## src/rtl/multicycle_controller_if.sv

```systemverilog
// Control bundle between the multi-cycle controller and the datapath/memory.
// master = controller side, slave = datapath side.
interface multicycle_controller_if #(
  parameter int CNT_W = 16
);
  // mem_ready: asserted by memory in the cycle the current access completes.
  // The controller holds address/strobes stable until it sees it high, and
  // only looks at it in FETCH, MEMREAD and MEMWRITE.
  logic [6:0]       opcode;
  logic             zero;
  logic             mem_ready;
  logic             pc_write;
  logic             adr_src;
  logic             mem_write;
  logic             ir_write;
  logic [1:0]       result_src;
  logic [1:0]       alu_src_a;
  logic [1:0]       alu_src_b;
  logic [1:0]       alu_op;
  logic             reg_write;
  logic             illegal;
  logic [3:0]       state;
  logic [CNT_W-1:0] instr_count;

  modport master (
    input  opcode, zero, mem_ready,
    output pc_write, adr_src, mem_write, ir_write, result_src,
           alu_src_a, alu_src_b, alu_op, reg_write, illegal, state, instr_count
  );

  modport slave (
    output opcode, zero, mem_ready,
    input  pc_write, adr_src, mem_write, ir_write, result_src,
           alu_src_a, alu_src_b, alu_op, reg_write, illegal, state, instr_count
  );
endinterface

```

## src/rtl/multicycle_controller.sv

```systemverilog
// Main control FSM of the multi-cycle RV32 core: Moore-decoded datapath
// controls, memory-ready stalls, sticky illegal flag and a retire counter.
module multicycle_controller #(
  parameter int CNT_W = 16
) (
  input  logic                   clk,
  input  logic                   rst,
  multicycle_controller_if.master bus
);

  typedef enum logic [3:0] {
    S_FETCH    = 4'd0,
    S_DECODE   = 4'd1,
    S_MEMADR   = 4'd2,
    S_MEMREAD  = 4'd3,
    S_MEMWB    = 4'd4,
    S_MEMWRITE = 4'd5,
    S_EXECR    = 4'd6,
    S_ALUWB    = 4'd7,
    S_BEQ      = 4'd8,
    S_JAL      = 4'd9,
    S_ERROR    = 4'd10
  } state_e;

  localparam logic [6:0] OP_LW  = 7'b0000011;
  localparam logic [6:0] OP_SW  = 7'b0100011;
  localparam logic [6:0] OP_R   = 7'b0110011;
  localparam logic [6:0] OP_BEQ = 7'b1100011;
  localparam logic [6:0] OP_JAL = 7'b1101111;

  state_e           state_q, state_d;
  logic [CNT_W-1:0] count_q, count_d;
  logic             illegal_q, illegal_d;
  logic             retire;

  logic       pc_write, adr_src, mem_write, ir_write, reg_write;
  logic [1:0] result_src, alu_src_a, alu_src_b, alu_op;

  always_ff @(posedge clk) begin
    if (rst) begin
      state_q   <= S_FETCH;
      count_q   <= '0;
      illegal_q <= 1'b0;
    end else begin
      state_q   <= state_d;
      count_q   <= count_d;
      illegal_q <= illegal_d;
    end
  end

  always_comb begin
    state_d = state_q;
    retire  = 1'b0;
    case (state_q)
      S_FETCH:    if (bus.mem_ready) state_d = S_DECODE;
      S_DECODE: begin
        case (bus.opcode)
          OP_LW, OP_SW: state_d = S_MEMADR;
          OP_R:         state_d = S_EXECR;
          OP_BEQ:       state_d = S_BEQ;
          OP_JAL:       state_d = S_JAL;
          default:      state_d = S_ERROR;
        endcase
      end
      // The IR is not reloaded until the next FETCH, so opcode still tells lw from sw.
      S_MEMADR:   state_d = (bus.opcode == OP_SW) ? S_MEMWRITE : S_MEMREAD;
      S_MEMREAD:  if (bus.mem_ready) state_d = S_MEMWB;
      S_MEMWB: begin
        state_d = S_FETCH;
        retire  = 1'b1;
      end
      S_MEMWRITE: begin
        if (bus.mem_ready) begin
          state_d = S_FETCH;
          retire  = 1'b1;
        end
      end
      S_EXECR:    state_d = S_ALUWB;
      S_ALUWB: begin
        state_d = S_FETCH;
        retire  = 1'b1;
      end
      S_BEQ: begin
        state_d = S_FETCH;
        retire  = 1'b1;
      end
      S_JAL:      state_d = S_ALUWB;
      S_ERROR:    state_d = S_ERROR;
      default:    state_d = S_FETCH;
    endcase
    count_d   = count_q + CNT_W'(retire);
    illegal_d = illegal_q | (state_d == S_ERROR);
  end

  // Moore control decode; everything is held low while reset is asserted.
  always_comb begin
    pc_write   = 1'b0;
    adr_src    = 1'b0;
    mem_write  = 1'b0;
    ir_write   = 1'b0;
    reg_write  = 1'b0;
    result_src = 2'b00;
    alu_src_a  = 2'b00;
    alu_src_b  = 2'b00;
    alu_op     = 2'b00;
    if (!rst) begin
      case (state_q)
        S_FETCH: begin
          alu_src_b  = 2'b10;
          result_src = 2'b10;
          ir_write   = bus.mem_ready;
          pc_write   = bus.mem_ready;
        end
        S_DECODE: begin
          alu_src_a = 2'b01;
          alu_src_b = 2'b01;
        end
        S_MEMADR: begin
          alu_src_a = 2'b10;
          alu_src_b = 2'b01;
        end
        S_MEMREAD:  adr_src = 1'b1;
        S_MEMWB: begin
          result_src = 2'b01;
          reg_write  = 1'b1;
        end
        S_MEMWRITE: begin
          adr_src   = 1'b1;
          mem_write = 1'b1;
        end
        S_EXECR: begin
          alu_src_a = 2'b10;
          alu_op    = 2'b10;
        end
        S_ALUWB:    reg_write = 1'b1;
        S_BEQ: begin
          alu_src_a = 2'b10;
          alu_op    = 2'b01;
          pc_write  = bus.zero;
        end
        S_JAL: begin
          alu_src_a = 2'b01;
          alu_src_b = 2'b10;
          pc_write  = 1'b1;
        end
        default: ;
      endcase
    end
  end

  assign bus.pc_write    = pc_write;
  assign bus.adr_src     = adr_src;
  assign bus.mem_write   = mem_write;
  assign bus.ir_write    = ir_write;
  assign bus.result_src  = result_src;
  assign bus.alu_src_a   = alu_src_a;
  assign bus.alu_src_b   = alu_src_b;
  assign bus.alu_op      = alu_op;
  assign bus.reg_write   = reg_write;
  assign bus.illegal     = illegal_q & ~rst;
  assign bus.state       = state_q;
  assign bus.instr_count = count_q;

endmodule

```

## src/flat_wrapper.sv

```systemverilog
// flat-port wrapper written by rule: the top's interface ports become plain ports
module multicycle_controller_flat 
#(
  parameter int CNT_W = 16
)
  (clk, rst, bus_opcode, bus_zero, bus_mem_ready, bus_pc_write, bus_adr_src, bus_mem_write, bus_ir_write, bus_result_src, bus_alu_src_a, bus_alu_src_b, bus_alu_op, bus_reg_write, bus_illegal, bus_state, bus_instr_count);
  multicycle_controller_if #(.CNT_W(CNT_W)) bus_i ();
  input  logic clk;
  input  logic rst;
  input wire logic [$bits(bus_i.opcode)-1:0] bus_opcode;
  input wire logic [$bits(bus_i.zero)-1:0] bus_zero;
  input wire logic [$bits(bus_i.mem_ready)-1:0] bus_mem_ready;
  output wire logic [$bits(bus_i.pc_write)-1:0] bus_pc_write;
  output wire logic [$bits(bus_i.adr_src)-1:0] bus_adr_src;
  output wire logic [$bits(bus_i.mem_write)-1:0] bus_mem_write;
  output wire logic [$bits(bus_i.ir_write)-1:0] bus_ir_write;
  output wire logic [$bits(bus_i.result_src)-1:0] bus_result_src;
  output wire logic [$bits(bus_i.alu_src_a)-1:0] bus_alu_src_a;
  output wire logic [$bits(bus_i.alu_src_b)-1:0] bus_alu_src_b;
  output wire logic [$bits(bus_i.alu_op)-1:0] bus_alu_op;
  output wire logic [$bits(bus_i.reg_write)-1:0] bus_reg_write;
  output wire logic [$bits(bus_i.illegal)-1:0] bus_illegal;
  output wire logic [$bits(bus_i.state)-1:0] bus_state;
  output wire logic [$bits(bus_i.instr_count)-1:0] bus_instr_count;
  assign bus_i.opcode = bus_opcode;
  assign bus_i.zero = bus_zero;
  assign bus_i.mem_ready = bus_mem_ready;
  assign bus_pc_write = bus_i.pc_write;
  assign bus_adr_src = bus_i.adr_src;
  assign bus_mem_write = bus_i.mem_write;
  assign bus_ir_write = bus_i.ir_write;
  assign bus_result_src = bus_i.result_src;
  assign bus_alu_src_a = bus_i.alu_src_a;
  assign bus_alu_src_b = bus_i.alu_src_b;
  assign bus_alu_op = bus_i.alu_op;
  assign bus_reg_write = bus_i.reg_write;
  assign bus_illegal = bus_i.illegal;
  assign bus_state = bus_i.state;
  assign bus_instr_count = bus_i.instr_count;
  multicycle_controller #(.CNT_W(CNT_W)) u_core (.clk(clk), .rst(rst), .bus(bus_i));
endmodule
```

## config.mk

```make
export PLATFORM = sky130hd
export DESIGN_NAME = multicycle_controller_flat
export DESIGN_NICKNAME = d
export VERILOG_FILES = /design/src/rtl/multicycle_controller_if.sv /design/src/rtl/multicycle_controller.sv /design/src/flat_wrapper.sv
export SDC_FILE = /design/constraint.sdc
export NUM_CORES = 1
export LEC_CHECK = 0
export ABC_AREA = 0
export CORE_ASPECT_RATIO = 1.75
export CORE_MARGIN = 5
export CORE_UTILIZATION = 44
export DETAILED_ROUTE_END_ITERATION = 12
export PLACE_DENSITY = 0.83
export SLEW_MARGIN = 5
export SYNTH_ARGS = -nofsm -noshare
export SYNTH_HDL_FRONTEND = slang
export SYNTH_SLANG_ARGS = --single-unit
```

## constraint.sdc

```tcl
create_clock -name clk -period 2.7 [get_ports clk]
set_clock_uncertainty 0.15 [all_clocks]
set_input_delay 0.27 -clock clk [delete_from_list [all_inputs] [get_ports clk]]
set_output_delay 0.27 -clock clk [all_outputs]
set_load 0.01 [all_outputs]
```

==> results.cfg <==
[yosys]
synth_seq_cells = 21
synth-edff-count = 0
async_reset_ff_share_pct = 0
yosys.area.top_type_share_pct = 33.17
netlist_instances = 156
yosysMostFrequentCell = nor2_1
syn-cell-area_um2 = 1267
synth.distinct_cells = 40
netlist_top_cells_area = dfxtp_1 (33%), xor2_1 (8.3%), nor2_1 (7.4%)
synth_warnings = 0
synth_common_cells = nor2_1 (25), dfxtp_1 (21), xor2_1 (12), nand2_1 (11)
yosysSeqAreaShare_pct = 33.17
syn-num-nets = 169
synth_top_cell_by_area = dfxtp_1
syn_avg_cell_area_um2 = 8.125
synth_flop_cell = dfxtp_1

[global_route]
grt_pass1_vias = 1245
overflow = 0
grt_max_degree = 18
grt_use_total_pct = 16.90
grt_pass1_wl_um = 5589
antenna_found_initial = 0

[setup_path]
crit_family = buffers and inverters
worstPathMaxFanout = 8
crit_path_max_incr_delay_ns = 0.53
worst_r2r_path_depth = 11
crit_buf_inv = 2
r2r_end = u_core.bus.instr_count[12]$_SDFF_PP0_
worstSetupStartpointType = register
endpoint_kind = primary output
cp.arrival_ns = 2.08
r2r_start = u_core.bus.state[2]$_SDFF_PP0_
crit_slowest_cell = clkdlybuf4s50_1
cp.required_ns = 2.28
critPathKind = reg -> out
path_cells = buf_4 -> nor2_2 -> nor4b_1 -> and2_1 -> clkdlybuf4s50_1
rrSetupSlack_ns = 0.33

[timing]
drv_slew = 0
fin_crit_sh_pct = 92.42
worstMarginPinSlew_ns = 0.4623
rsz0062_at_grt = false
max_slew_margin_pct = 68.89
fmax_ghz = 0.4007
hold_violations = 0
setup_ws_ns = 0.2046
setup_violations = 0
setup-tns-final_ns = 0
layout_min_cycle_time_ns = 2.495

[cells_and_area]
area_growth_syn_to_layout_pct = 41.86
drive_above_1_share_pct = 11.27
fin_nets = 218
diodes = 0

[power]
ir_drop_v = 0.0003596
total_power_uw = 995.2
power.density_nw_per_um2 = 553.5
leakagePower_uw = 0.0006821

[cts]
clockBufferDepth = 2
insertion_delay_ns = 0.26
cts.sinks = 21
cts_tree = yes
clockRootBuffer = clkbuf_8
h-tree-depth = 1
path_clk_slew_ns = 0.07
numCtsBuffers = 3

[floorplanning]
rows = 25
core-area_um2 = 2753
pin_count = 45
die_h_um = 81
die_x_um = 50.57
initial_utilization_pct = 46.05
die-area_um2 = 4096

[hold_path]
hold_depth = 2
hold_path_startpoint = u_core.illegal_q$_SDFF_PP0_
hp-class = reg -> reg
min_to = u_core.illegal_q$_SDFF_PP0_

[drt]
initialDrtViolationCount = 33
viasPerCell = 5.407
ant_nets = 0
avgRoutedWirePerCell_um = 14.07
finalWirelength_um = 3251
vias = 1249
dr.pass1.iters = 4
drc = 0

[place]
hpwlAfterDp_um = 2620
place_ws_ns = 0.2805
gp_congestion = 0.9347
numPortBuffers = 44

[run_status]
status = finished, final reports clean

[job]
maxCapViolCount = 0
-- cells by family (layout without fill, tap and decap cells) --
logic type                 after synthesis  in the layout  share of synthesized area (%)
DFF                                     21             21                          33.17
muxes                                    2              2                          1.678
xor gates and xnor gates                18             18                          12.44
and+or+nand+nor                         82             82                          34.95
adders and majority gates                2              2                          1.974
buffers and inverters                   11             59                          5.132
AOI/OAI and AO/OA                       20             20                          10.66
-- layout make-up --
| class | count | area, µm² |
|---|---|---|
| Timing Repair Buffer | 52 | 500.5 |
| Inverter | 3 | 11.26 |
| Fill cell | 233 | 954.7 |
| Sequential cell | 21 | 421.7 |
| Multi-Input combinational cell | 124 | 784.5 |
| Clock buffer | 3 | 41.29 |
| Tap cell | 27 | 33.78 |
| Clock inverter | 1 | 5.005 |
-- where the power goes --
| part | total, µW | internal (µW) | switching (µW) | leakage (µW) |
|---|---|---|---|---|
| combinational | 445 | 223 | 222 | 0.000486 |
| clock | 199 | 103 | 96.8 | 0.0000255 |
| sequential | 351 | 331 | 19.6 | 0.000170 |
| total | 995 | 657 | 339 | 0.000682 |
-- worst max-delay path by stage --
stage / start / end / slack, ns / cells past startpoint
2_1_floorplan: u_core.bus.state[0]$_SDFF_PP0_ / u_core.bus.instr_count[12]$_SDFF_PP0_ / 0.53 / 11
3_3_place_gp: rst / bus_pc_write / 0.32 / 4
3_5_place_dp: u_core.bus.state[3]$_SDFF_PP0_ / u_core.bus.instr_count[12]$_SDFF_PP0_ / 0.28 / 10
4_1_cts: u_core.bus.state[3]$_SDFF_PP0_ / bus_ir_write / 0.09 / 5
5_1_grt: u_core.bus.state[2]$_SDFF_PP0_ / u_core.bus.instr_count[12]$_SDFF_PP0_ / 0.04 / 11
6_report: u_core.bus.state[2]$_SDFF_PP0_ / bus_ir_write / 0.20 / 5
-- state kept, by name (all words and copies together) (netlist names) --
| name | flops |
|---|---|
| u_core.bus.instr_count | 16 |
| u_core.illegal_q | 1 |
| u_core.bus.state | 4 |
-- metal layers --
metal  wire length (µm)  part of all wire [%]  vias to the layer above  GRT usage (%)
li1                   -                     -                      629              -
met1               1109                    34                      577          17.36
met2               1914                    59                       39          33.21
met3                185                   5.7                        4          2.018
met4                 41                   1.3                        0          6.138
met5                  0                     0                        -              0
-- per-stage QoR --
stage	area [µm²]	hold slack, ns	utilization [%]	instances
final	1798	0.3551	65.32	231
after global routing	1798	0.3956	65.32	231
after CTS	1794	0.3652	65.18	231
after detailed placement	1748	0.3538	63.50	227
after global placement	1748	0.3296	63.50	227
after floorplan	1267	0.3188	-	156
-- placed cells by master, fill, tap and decap left out, types with 3 or more instances in the layout --
master           netlist  layout
o21ai_0                5       5
nand3_1                6       6
inv_1                  3       3
and2_1                 5       5
xor2_1                12      12
and3_1                 3       3
nor4_1                 3       3
dfxtp_1               21      20
nor2_1                25      24
nand2_1               11      11
xnor2_1                6       6
a21oi_1                5       5
nand2b_1               4       4
buf_4                  2       8
clkdlybuf4s50_1        0      44
nor3_2                 3       3
clkbuf_8               0       3
nor3_1                 4       4
nor2b_1                4       4
-- worst reg2reg max path, cell delays in order, from the launching register on --
cell,delay [ns]
dfxtp_1,0.39
inv_1,0.12
nand2_1,0.12
o21ai_0,0.17
o211a_1,0.16
ha_1,0.22
ha_1,0.27
nand2_1,0.09
nor3_2,0.25
nand3_1,0.14
xor2_1,0.15
nor2_1,0.05
-- what timing repair did --
item,4_1_cts,5_1_grt
hold buffers,0,0
setup endpoints to repair,0,2
resized for setup,0,2
setup buffers,0,0
Note: power is estimated with default switching activity, not from simulation.
